--- config.mk ---
export PLATFORM = sky130hd
export DESIGN_NAME = regfile_wb_arbiter
export DESIGN_NICKNAME = d
export VERILOG_FILES = /design/src/rtl/regfile_wb_arbiter.sv
export SDC_FILE = /design/constraint.sdc
export NUM_CORES = 1
export LEC_CHECK = 0
export ABC_AREA = 1
export CAP_MARGIN = 10
export CORE_MARGIN = 5
export CORE_UTILIZATION = 41
export DETAILED_ROUTE_END_ITERATION = 8
export HOLD_SLACK_MARGIN = 0.02
export PLACE_DENSITY = 0.68
export SLEW_MARGIN = 20
export SYNTH_ARGS = -nofsm -noshare
export SYNTH_HDL_FRONTEND = slang
export SYNTH_SLANG_ARGS = --single-unit
--- constraint.sdc ---
create_clock -name clk -period 4 [get_ports clk]
set_clock_uncertainty 0.15 [all_clocks]
set_input_delay 0.8 -clock clk [delete_from_list [all_inputs] [get_ports clk]]
set_output_delay 0.8 -clock clk [all_outputs]
set_load 0.005 [all_outputs]
--- src/rtl/regfile_wb_arbiter.sv ---
// Arbitrates the single register-file write port between pipeline writeback
// and a 2-entry FIFO of long-latency aux writes, with a starvation stall.
module regfile_wb_arbiter #(
  parameter int STARVE_LIMIT = 3
) (
  input  logic        clk,
  input  logic        rst,
  input  logic        wb_we,
  input  logic [4:0]  wb_addr,
  input  logic [31:0] wb_data,
  input  logic        aux_valid,
  input  logic [4:0]  aux_addr,
  input  logic [31:0] aux_data,
  output logic        aux_ready,
  input  logic [4:0]  r1_addr,
  input  logic [4:0]  r2_addr,
  output logic        hazard,
  output logic        stall_pipe,
  output logic        rf_we,
  output logic [4:0]  rf_addr,
  output logic [31:0] rf_data
);

  localparam int SW = $clog2(STARVE_LIMIT + 1);

  typedef enum logic [1:0] {
    IDLE,
    WAIT,
    FORCE
  } state_t;

  state_t        state, state_next;
  logic [SW-1:0] starve, starve_next, starve_inc;

  logic [4:0]  mem_addr [2];
  logic [31:0] mem_data [2];
  logic [1:0]  vld;
  logic        wr_ptr, rd_ptr;
  logic        rf_aux;

  logic [1:0]  count, count_next;
  logic        push, pop, wb_ok;
  logic        issue_we, issue_aux;
  logic [4:0]  issue_addr;
  logic [31:0] issue_data;

  assign count = {1'b0, vld[0]} + {1'b0, vld[1]};
  assign aux_ready = !rst && (count != 2'd2);
  assign push = aux_valid && aux_ready && (aux_addr != 5'd0);
  assign wb_ok = wb_we && (wb_addr != 5'd0);
  assign starve_inc = starve + 1'b1;
  assign count_next = count + {1'b0, push} - {1'b0, pop};

  always_comb begin
    pop        = 1'b0;
    issue_we   = 1'b0;
    issue_aux  = 1'b0;
    issue_addr = 5'd0;
    issue_data = 32'd0;
    if (stall_pipe || (!wb_ok && vld[rd_ptr])) begin
      pop        = vld[rd_ptr];
      issue_we   = vld[rd_ptr];
      issue_aux  = 1'b1;
      issue_addr = mem_addr[rd_ptr];
      issue_data = mem_data[rd_ptr];
    end else if (wb_ok) begin
      issue_we   = 1'b1;
      issue_addr = wb_addr;
      issue_data = wb_data;
    end
  end

  always_comb begin
    state_next  = state;
    starve_next = starve;
    unique case (state)
      IDLE: begin
        starve_next = '0;
        if (push) state_next = WAIT;
      end
      WAIT: begin
        if (pop) begin
          starve_next = '0;
          if (count_next == 2'd0) state_next = IDLE;
        end else begin
          starve_next = starve_inc;
          if (starve_inc == SW'(STARVE_LIMIT)) state_next = FORCE;
        end
      end
      FORCE: begin
        starve_next = '0;
        state_next  = (count_next == 2'd0) ? IDLE : WAIT;
      end
      default: begin
        starve_next = '0;
        state_next  = IDLE;
      end
    endcase
  end

  always_ff @(posedge clk) begin
    if (rst) begin
      state      <= IDLE;
      starve     <= '0;
      vld        <= 2'b00;
      wr_ptr     <= 1'b0;
      rd_ptr     <= 1'b0;
      stall_pipe <= 1'b0;
      rf_we      <= 1'b0;
      rf_aux     <= 1'b0;
      rf_addr    <= 5'd0;
      rf_data    <= 32'd0;
    end else begin
      state      <= state_next;
      starve     <= starve_next;
      stall_pipe <= (state_next == FORCE);
      rf_we      <= issue_we;
      rf_aux     <= issue_we && issue_aux;
      rf_addr    <= issue_addr;
      rf_data    <= issue_data;
      if (push) begin
        mem_addr[wr_ptr] <= aux_addr;
        mem_data[wr_ptr] <= aux_data;
        vld[wr_ptr]      <= 1'b1;
        wr_ptr           <= ~wr_ptr;
      end
      if (pop) begin
        vld[rd_ptr] <= 1'b0;
        rd_ptr      <= ~rd_ptr;
      end
    end
  end

  // The aux write on the port still counts as outstanding until it lands.
  function automatic logic hit(input logic [4:0] a);
    hit = (a != 5'd0) &&
          ((vld[0] && mem_addr[0] == a) ||
           (vld[1] && mem_addr[1] == a) ||
           (rf_we && rf_aux && rf_addr == a));
  endfunction

  assign hazard = hit(r1_addr) || hit(r2_addr);

endmodule

==> impl_results.md <==
* Status: complete, no violations
* Final setup violation count at 0
* Hold path depth at 1
* Post-DP HPWL at 8690 µm
* Hold path start: starve[0]
* Final Hold Fails at 0
* Synth unique cells at 30
* Yosys warns at 0
* First-pass GRT wire length at 20200 µm
* Clock-pin slew on the worst setup and hold paths at 50 ps
* Critical R2R Capture: state[0]
* # rows at 40
* Hold endpoint: starve[0]
* Period minus WS final at 3500 ps
* Hold slack at 260 ps
* Port Buf Inserts at 128
* Proportion of layout cells with a drive suffix above 1 at 0.140
* Setup WS pre-CTS at 559 ps
* CP Data Arrival Time at 2550 ps
* Wirelength, routed at 12600 µm
* Worst Hold Class: reg2reg
* Antenna Cells at 0
* CTS root buf: clkbuf_16
* CTS sink cnt at 123
* Commonest non-fill, non-tap cells in the layout: clkdlybuf4s50_1, nand2_1, edfxtp_1, dfxtp_1, a21oi_1
* CP Max Fanout at 5
* Drt first pass iters at 7
* Max Cap Viol at 0
* Remaining DRCs at 0
* Clk buf depth at 2
* Number of global-route vias before repair at 4149
* Worst-Margin Slew at 985 ps
* GPL Wtd Cong at 1.04
* I/O pins at 129
* Slew Viols, Final at 0
* Leading cell type in the layout, fill and taps excluded: clkdlybuf4s50_1
* Area growth syn-to-layout at 40.4%
* Final period utilization at 0.876
* CP Launch Type: input port
* Setup WS post-layout at 498 ps
* Post-DR vias/cell at 4.99
* Kind of critical path: in2out
* Nets@finish at 686
* Syn_area_per_cell at 11.0 µm²
* Starting DRT DRC Count at 334
* Syn Std Cell Area at 5060 µm²
* Leading post-synthesis cells by cell area: edfxtp_1, dfxtp_1, nand2_1
* DR vias at 3866
* H-tree Lvls at 4
* FILL cells at 1004
* Maximum clock frequency at 286 MHz
* Wirelength per Cell at 16.2 µm
* Mapped Cells at 460
* Grt ovf at 0
* Worst EP required at 3050 ps
* Setup TNS at 0 ps
* Die ar. at 14700 µm²
* Post-CTS setup buffers at 0
* R2r setup slk at 1450 ps
* Power after layout at 3.35 mW
* DRT antenna net count at 0
* Leak Pwr at 2.58 nW
* Num CTS Buffers at 17
* CTS tree: done
* FF+latch count, synth at 123
* Worst R2R Start: vld[1]
* CP Capture Type: output pin
* Worst relative slew slack at 0.343
* Utilization after layout at 0.589
* RSZ-0062 raised after global routing: false
* Syn nets at 552
* R2R depth at 13
* PD cells at 471 nW/µm²
* Post-CTS sizing at 0
* Post-synth top area share at 0.439
* Sequential share of the synthesized area at 0.633
* Initial Utilization at 0.420
* Initial antenna violation count at 0
* Worst skew pair latency at 400 ps
* Core footprint at 12100 µm²
* Die width at 121 µm
* Total Routing Usage GR at 0.178
* # hold bufs at CTS at 0
* Peak supply drop at 0.296 mV
* Largest net degree at the start of global routing at 49
* Die height at 121 µm
* Cell taking the most area after synthesis: edfxtp_1
-- routing by layer --
layer	global-route usage	routed length [µm]	up-vias
met5	0	0	-
met4	0.0822	333	0
met3	0.0662	1040	44
met2	0.311	6410	181
met1	0.190	4790	1791
li1	-	-	1850
-- metrics by stage --
stage / area, µm² / cells
after floorplan: 5060 / 460
final: 7110 / 775
after detailed placement: 6470 / 743
after global placement: 6470 / 743
after global routing: 7110 / 775
after CTS: 7110 / 775
-- critical path, stage by stage --
cell	delay, ps
clkdlybuf4s50_1	500
inv_1	150
nor2_1	50
nor3_1	220
nand4_1	120
nand3_1	110
nand2_1	50
nand2_1	50
clkdlybuf4s50_1	500
-- power breakdown --
group / switching [mW] / leakage [nW] / internal, mW
registers: 0.0294 / 1.08 / 1.40
logic: 0.135 / 1.20 / 0.173
clock network: 0.548 / 0.297 / 1.06
-- logic make-up after synthesis --
kind of cell / synth area share
AO/OA/AOI/OAI: 0.0890
adder cells (fa/ha/maj): 0.00989
AND/OR/NAND/NOR: 0.131
buffers and inverters: 0.0561
multiplexers: 0.0712
flip-flops: 0.633
XOR/XNOR: 0.0104
-- registers in the layout, indices dropped and copies added (netlist names), named ones only --
signal	count
mem_addr	10
mem_data	64
rd_ptr	1
rf_addr	5
rf_aux	1
rf_data	32
rf_we	1
stall_pipe	1
starve	2
state	2
vld	2
wr_ptr	1
-- how the worst max path moves through the flow --
stage | from | endpoint | slack [ps] | depth (start not counted)
floorplan | rst | mem_addr[1][0] | 500 | 4
global route | r2_addr[0] | hazard | 420 | 9
global placement | r2_addr[1] | hazard | 650 | 10
detailed placement | r2_addr[1] | hazard | 560 | 10
CTS | r2_addr[1] | hazard | 550 | 10
finish | r1_addr[0] | hazard | 500 | 9
-- final cells by class --
type,instances,area [µm²],area share
inverter,38,143,0.0201
sequential,123,3200,0.451
timing repair buffer,133,1330,0.187
tap,168,210,0.0296
clock buffer,19,443,0.0623
clock inverter,13,190,0.0268
multi-input combinational,281,1590,0.224
-- Yosys cell counts --
cell	n
a21oi_1	45
a21oi_2	7
a31oi_1	1
buf_1	1
buf_2	5
buf_4	1
buf_6	4
buf_8	3
clkbuf_1	4
dfxtp_1	49
edfxtp_1	74
ha_1	4
inv_1	38
mux2_2	32
nand2_1	107
nand2_2	1
nand2_4	2
nand3_1	9
nand3_2	1
nand4_1	3
nor2_1	25
nor2_4	1
nor3_1	9
nor3b_1	1
o21ai_0	12
o21ai_2	1
o21bai_1	1
o22ai_1	13
xnor2_1	3
xor2_1	3
Power figures use the tool's default switching activity.
==> patch 1: new RTL, same flow settings <==
`STARVE_LIMIT`: 3 -> 6.
--- a/src/rtl/regfile_wb_arbiter.sv
+++ b/src/rtl/regfile_wb_arbiter.sv
@@ -1,7 +1,7 @@
 // Arbitrates the single register-file write port between pipeline writeback
 // and a 2-entry FIFO of long-latency aux writes, with a starvation stall.
 module regfile_wb_arbiter #(
-  parameter int STARVE_LIMIT = 3
+  parameter int STARVE_LIMIT = 6
 ) (
   input  logic        clk,
   input  logic        rst,
Formal check against the unedited RTL: not equivalent (Yosys sat finds a counterexample within 10 cycles, from zero or initial values and one cycle with rst high).
==> patch 1 against the original RTL <==
- core utilization down 1.5 points
- cell area grew 0.69%
- wire length increased by 4.3%
- sequential share of layout area about the same
- largest power group is now registers
- power shrank 5.1%
- sequential cell count grew 1
- setup slack better by 0.055 ns
- area after synthesis increased by 1.7%
- die area grew 1.6%
- register-to-register slack got worse by 0.22 ns
- non-clock buffer count unchanged
==> patch 1: results (changes against the original RTL) <==
[cells_and_area]
biggestRegsByFlops = mem_data: 64 flops, rf_data: 32 flops, mem_addr: 10 flops
largest_reg_flops = 64  ; unchanged
post_route_cells_drive_above_1_share_pct = 8.746  ; -5.3 points
layout.filler_cells = 1097  ; +9.3%
design.final.nets = 766  ; +12%
antenna_cell_count = 0  ; unchanged

[setup_path]
reg2reg_from = stall_pipe
setup.worst_path.end = hazard
worst-r2r-cell-count = 15  ; +2
crit_path_max_fanout = 5  ; unchanged
timing.reg2reg.setup_slack_ns = 1.23  ; -0.22 ns
rr_endpoint = state[0]
cp.arrival_ns = 2.50  ; -0.05 ns
worst_setup_path_startpoint = r2_addr[3]

[logic_synthesis]
synth_enable_flop_cells = 74  ; unchanged
syn-num-nets = 635  ; +15%
syn_area_per_cell_um2 = 9.502  ; -14%
postSynth.asyncResetShare_pct = 0  ; unchanged
ys_top_cells_by_count = 182 x sky130_fd_sc_hd__nand2_1, 74 x sky130_fd_sc_hd__edfxtp_1, 50 x sky130_fd_sc_hd__dfxtp_1
yosysWarningCount = 0  ; unchanged
synth_cell_type_count = 25  ; -17%
ys_top_cells_by_area = sky130_fd_sc_hd__edfxtp_1 43%, sky130_fd_sc_hd__dfxtp_1 19%, sky130_fd_sc_hd__nand2_1 13%, sky130_fd_sc_hd__a21oi_1 4.3%, sky130_fd_sc_hd__inv_1 3.1%
fraction_of_the_yosys_area_taken_by_sequential_cells_pct = 62.59  ; -0.69 points

[route]
routedWlPerCell_um = 15.27  ; -5.8%
via_per_inst = 4.815  ; -3.5%
drt_wl_total_um = 13100  ; +4.3%
drt-pass1-iter-count = 4  ; -3
drc_violation_total_after_the_first_tritonroute_iteration = 246  ; -26%

[grt]
groute.usage.overall_pct = 18.27  ; +0.48 points
first_pass_grt_wire_length_um = 20910  ; +3.3%
grt_max_degree = 45  ; -8.2%
first_global_vias = 4266  ; +2.8%
antenna_found_initial = 0  ; unchanged

[sta]
report.final.hold_viol_count = 0  ; unchanged
max-slew-margin-rel_pct = 42.42  ; +8.1 points
final-max-slew-violation-count = 0  ; unchanged

[placed_design]
io_port_bufs = 128  ; unchanged
place_inst = 826  ; +11%
post_dp_cell_area_mm2 = 0.006603  ; +2.0%
gpl.final_weighted_congestion = 0.9334  ; -9.9%
hpwlAfterDp_um = 9212  ; +5.9%

[clock_network]
post_cts.repair.setup_buffers = 0  ; unchanged
ctsHtreeMaxLevel = 4  ; unchanged
clockBufferDepth = 2  ; unchanged
clk_latency_ns = 0.40  ; about the same
cts_root_buffer = sky130_fd_sc_hd__clkbuf_16
clk_pin_slew_worst_paths_ns = 0.05  ; about the same
post_cts_resize_count = 0  ; unchanged
number_of_clock_buffers_inserted_by_tritoncts = 17  ; unchanged

[pwr]
peakVddDrop_v = 0.0002705  ; -8.6%
static-leakage-power_nw = 2.787  ; +8.1%

[status]
run_status = finished clean

[worst_hold_path]
min_path_type = reg2reg

## patch 1: cell types whose count changed after synthesis, sizes merged, moves of 2 or more
cell	unedited run	this run
inv	38	44
nand3	10	26
clkbuf	4	8
nor2	26	35
mux2	32	0
o21ai	13	11
nor3	9	7
nand2	110	193
## patch 1: per-stage QoR
step,setup WS (ns),util [%],power [mW]
global route,0.4458,57.40,3.297
floorplan,0.5399,-,1.594
detailed placement,0.5663,52.97,1.778
finish,0.5533,57.40,3.175
CTS,0.5578,57.40,3.202
global placement,0.5742,52.97,1.772
## patch 1: worst min-delay path by stage
stage	startpoint	to	slack [ns]	cells past startpoint
6_report	starve[0]	starve[0]	0.31	1
5_1_grt	starve[0]	starve[0]	0.33	1
4_1_cts	starve[0]	starve[0]	0.31	1
3_5_place_dp	starve[0]	starve[0]	0.30	1
3_3_place_gp	starve[0]	starve[0]	0.28	1
2_1_floorplan	starve[0]	starve[0]	0.27	1
## patch 1: power breakdown
part	switching, mW	total, mW	internal [mW]
clock	0.502	1.42	0.923
combinational	0.148	0.313	0.164
sequential	0.0296	1.44	1.41
total	0.680	3.18	2.50
## patch 1: cell families after synthesis
logic type                 synth area share [%]
DFF                                       62.59
buffers and inverters                     5.491
and+or+nand+nor                           21.11
AOI/OAI and AO/OA                         8.747
xor gates and xnor gates                 0.8505
adders and majority gates                 1.215
## patch 1: metal layers
metal	track usage, %	share of wire [%]	routed length, um	vias up
met1	21.61	41	5419	1908
met3	7.707	8.8	1152	18
met2	30.08	48	6329	147
li1	-	-	-	2058
met5	0	0	0	-
met4	6.158	1.5	196	0
## patch 1: worst max-delay path: stages
cell and delay [ns]:
sky130_fd_sc_hd__clkdlybuf4s50_1 0.51, sky130_fd_sc_hd__inv_1 0.15, sky130_fd_sc_hd__nand2_1 0.07, sky130_fd_sc_hd__a21oi_1 0.17, sky130_fd_sc_hd__nand3_1 0.10, sky130_fd_sc_hd__nand3_1 0.08, sky130_fd_sc_hd__nand2_1 0.06, sky130_fd_sc_hd__nand2_1 0.06
sky130_fd_sc_hd__clkdlybuf4s50_1 0.50
## patch 1: cell type report
| cell class | count | area (um2) | share of cell area, % |
|---|---|---|---|
| well taps | 172 | 215.2 | 3.008 |
| clock inverters | 9 | 95.09 | 1.329 |
| clock buffers | 23 | 457.9 | 6.400 |
| flip-flops and latches | 124 | 3224 | 45.06 |
| multi-input cells | 353 | 1659 | 23.19 |
| inverters | 44 | 165.2 | 2.308 |
| repair buffers | 133 | 1339 | 18.71 |
==> patch 2: new RTL, config.mk and constraints unchanged <==
Without the edit above. `rf_data` no longer has a reset.
--- a/src/rtl/regfile_wb_arbiter.sv
+++ b/src/rtl/regfile_wb_arbiter.sv
@@ -109,7 +109,6 @@
       rf_we      <= 1'b0;
       rf_aux     <= 1'b0;
       rf_addr    <= 5'd0;
-      rf_data    <= 32'd0;
     end else begin
       state      <= state_next;
       starve     <= starve_next;
@@ -117,7 +116,6 @@
       rf_we      <= issue_we;
       rf_aux     <= issue_we && issue_aux;
       rf_addr    <= issue_addr;
-      rf_data    <= issue_data;
       if (push) begin
         mem_addr[wr_ptr] <= aux_addr;
         mem_data[wr_ptr] <= aux_data;
@@ -129,6 +127,10 @@
         rd_ptr      <= ~rd_ptr;
       end
     end
+  end
+
+  always_ff @(posedge clk) begin
+    rf_data <= issue_data;
   end
 
   // The aux write on the port still counts as outstanding until it lands.
Function: changed (Yosys sat finds a counterexample within 4 cycles, from zero or initial values and one cycle with rst high).
==> patch 2 against the original RTL <==
- sequential cell count is the same
- setup slack gained 0.059 ns
- synthesized cell count shrank 0.43%
- area after synthesis shrank 1.8%
- maximum frequency grew 1.7%
- sequential share of layout area grew 0.80 points
- power shrank 5.1%
- cell area shrank 1.7%
- register-to-register slack gained 0.10 ns
- wire length shrank 0.27%
- clock power shrank 12%
==> patch 2: results (changes against the original RTL) <==
[grt]
first_global_vias = 4028  ; -2.9%
groute.usage.overall_pct = 17.67  ; -0.12 points
grt_util_met2_pct = 30.14  ; -0.92 points
groute.layer.met1.usage_pct = 21.44  ; +2.4 points
gr-usage-met3_pct = 5.467  ; -1.2 points
grt_max_degree = 43  ; -12%
first_pass_grt_wire_length_um = 19910  ; -1.6%

[cells_and_area]
buf_share_pct = 19.21  ; +0.55 points
post_route_cells_drive_above_1_share_pct = 12.95  ; -1.1 points
signal_buffers = 136  ; +2.3%
flow.area_growth_from_synthesis_pct = 40.40  ; about the same
design.final.nets = 689  ; +0.44%
total_area_of_multi_input_combinational_cells_mm2 = 0.001548  ; -2.7%
final.clkbuf_count = 18  ; -1
portion_of_the_layout_cell_area_used_by_clock_cells_pct = 8.063  ; -0.85 points
sh_seq_area_pct = 45.89  ; +0.80 points
layout.filler_cells = 998  ; -0.60%

[pwr]
peakVddDrop_v = 0.0002723  ; -8.0%
static-leakage-power_nw = 2.685  ; +4.1%
switching_power_mw = 0.7246  ; +1.8%
powerClk_mw = 1.41  ; -12%

[die]
fp.dieW_um = 120.1  ; -0.81%

[worst_hold_path]
min_path_type = reg2reg

[placed_design]
hpwlAfterDp_um = 8976  ; +3.2%
gpl.final_weighted_congestion = 0.8766  ; -15%
post-place-ws_ns = 0.5665  ; +0.007024 ns
post_dp_cell_area_mm2 = 0.006420  ; -0.83%
place_inst = 725  ; -2.4%

[setup_path]
crit_path_max_fanout = 4  ; -1
worst-r2r-cell-count = 14  ; +1
cp_slowest_stage_delay_ns = 0.52  ; +0.02 ns

[route]
drc_violation_total_after_the_first_tritonroute_iteration = 200  ; -40%
met2_length_um = 6269  ; -2.1%
detailroute.via_count = 3788  ; -2.0%
drt-pass1-iter-count = 4  ; -3
via_per_inst = 5.004  ; +0.31%
met3WireLength_um = 807  ; -22%
drt_wl_total_um = 12520  ; -0.27%
routedLengthMet1_um = 5356  ; +12%

[status]
run_status = finished clean

[sta]
fmax_ghz = 0.2904  ; +1.7%

[logic_synthesis]
fraction_of_the_yosys_area_taken_by_sequential_cells_pct = 64.40  ; +1.1 points
synth_cell_type_count = 26  ; -13%
syn-num-nets = 550  ; -0.36%
ys_top_cells_by_area = sky130_fd_sc_hd__edfxtp_1 45%, sky130_fd_sc_hd__dfxtp_1 20%, sky130_fd_sc_hd__o31ai_2 7.5%, sky130_fd_sc_hd__nor2_1 6.6%, sky130_fd_sc_hd__nand2_1 5.6%
syn_area_per_cell_um2 = 10.86  ; -1.3%

[patch 2: cell count changes in the layout (fill, tap and decap cells not counted), sizes merged, moves of 6 or more]
cell | unedited run | this run
nor2 | 26 | 89
nand3 | 10 | 18
o31ai | 0 | 32
mux2 | 32 | 0
a21oi | 52 | 19
clkinv | 2 | 8
nand2 | 110 | 75
[patch 2: cell families (layout without fill, tap and decap cells)]
family | Yosys count | after routing | synth area share, %
AO/OA/AOI/OAI | 79 | 79 | 13.18
XOR/XNOR | 6 | 6 | 1.057
adder cells (fa/ha/maj) | 4 | 4 | 1.006
buffers and inverters | 54 | 206 | 4.729
flip-flops | 123 | 123 | 64.40
AND/OR/NAND/NOR | 192 | 192 | 15.62
[patch 2: path summary, 6_finish.rpt]
| check | slack, ns | to | start |
|---|---|---|---|
| worst max-delay path | 0.56 | hazard | r2_addr[4] |
| worst max register to register | 1.55 | state[0] | vld[0] |
| worst min register to register | 0.26 | starve[0] | starve[0] |
| worst min-delay path | 0.26 | starve[0] | starve[0] |
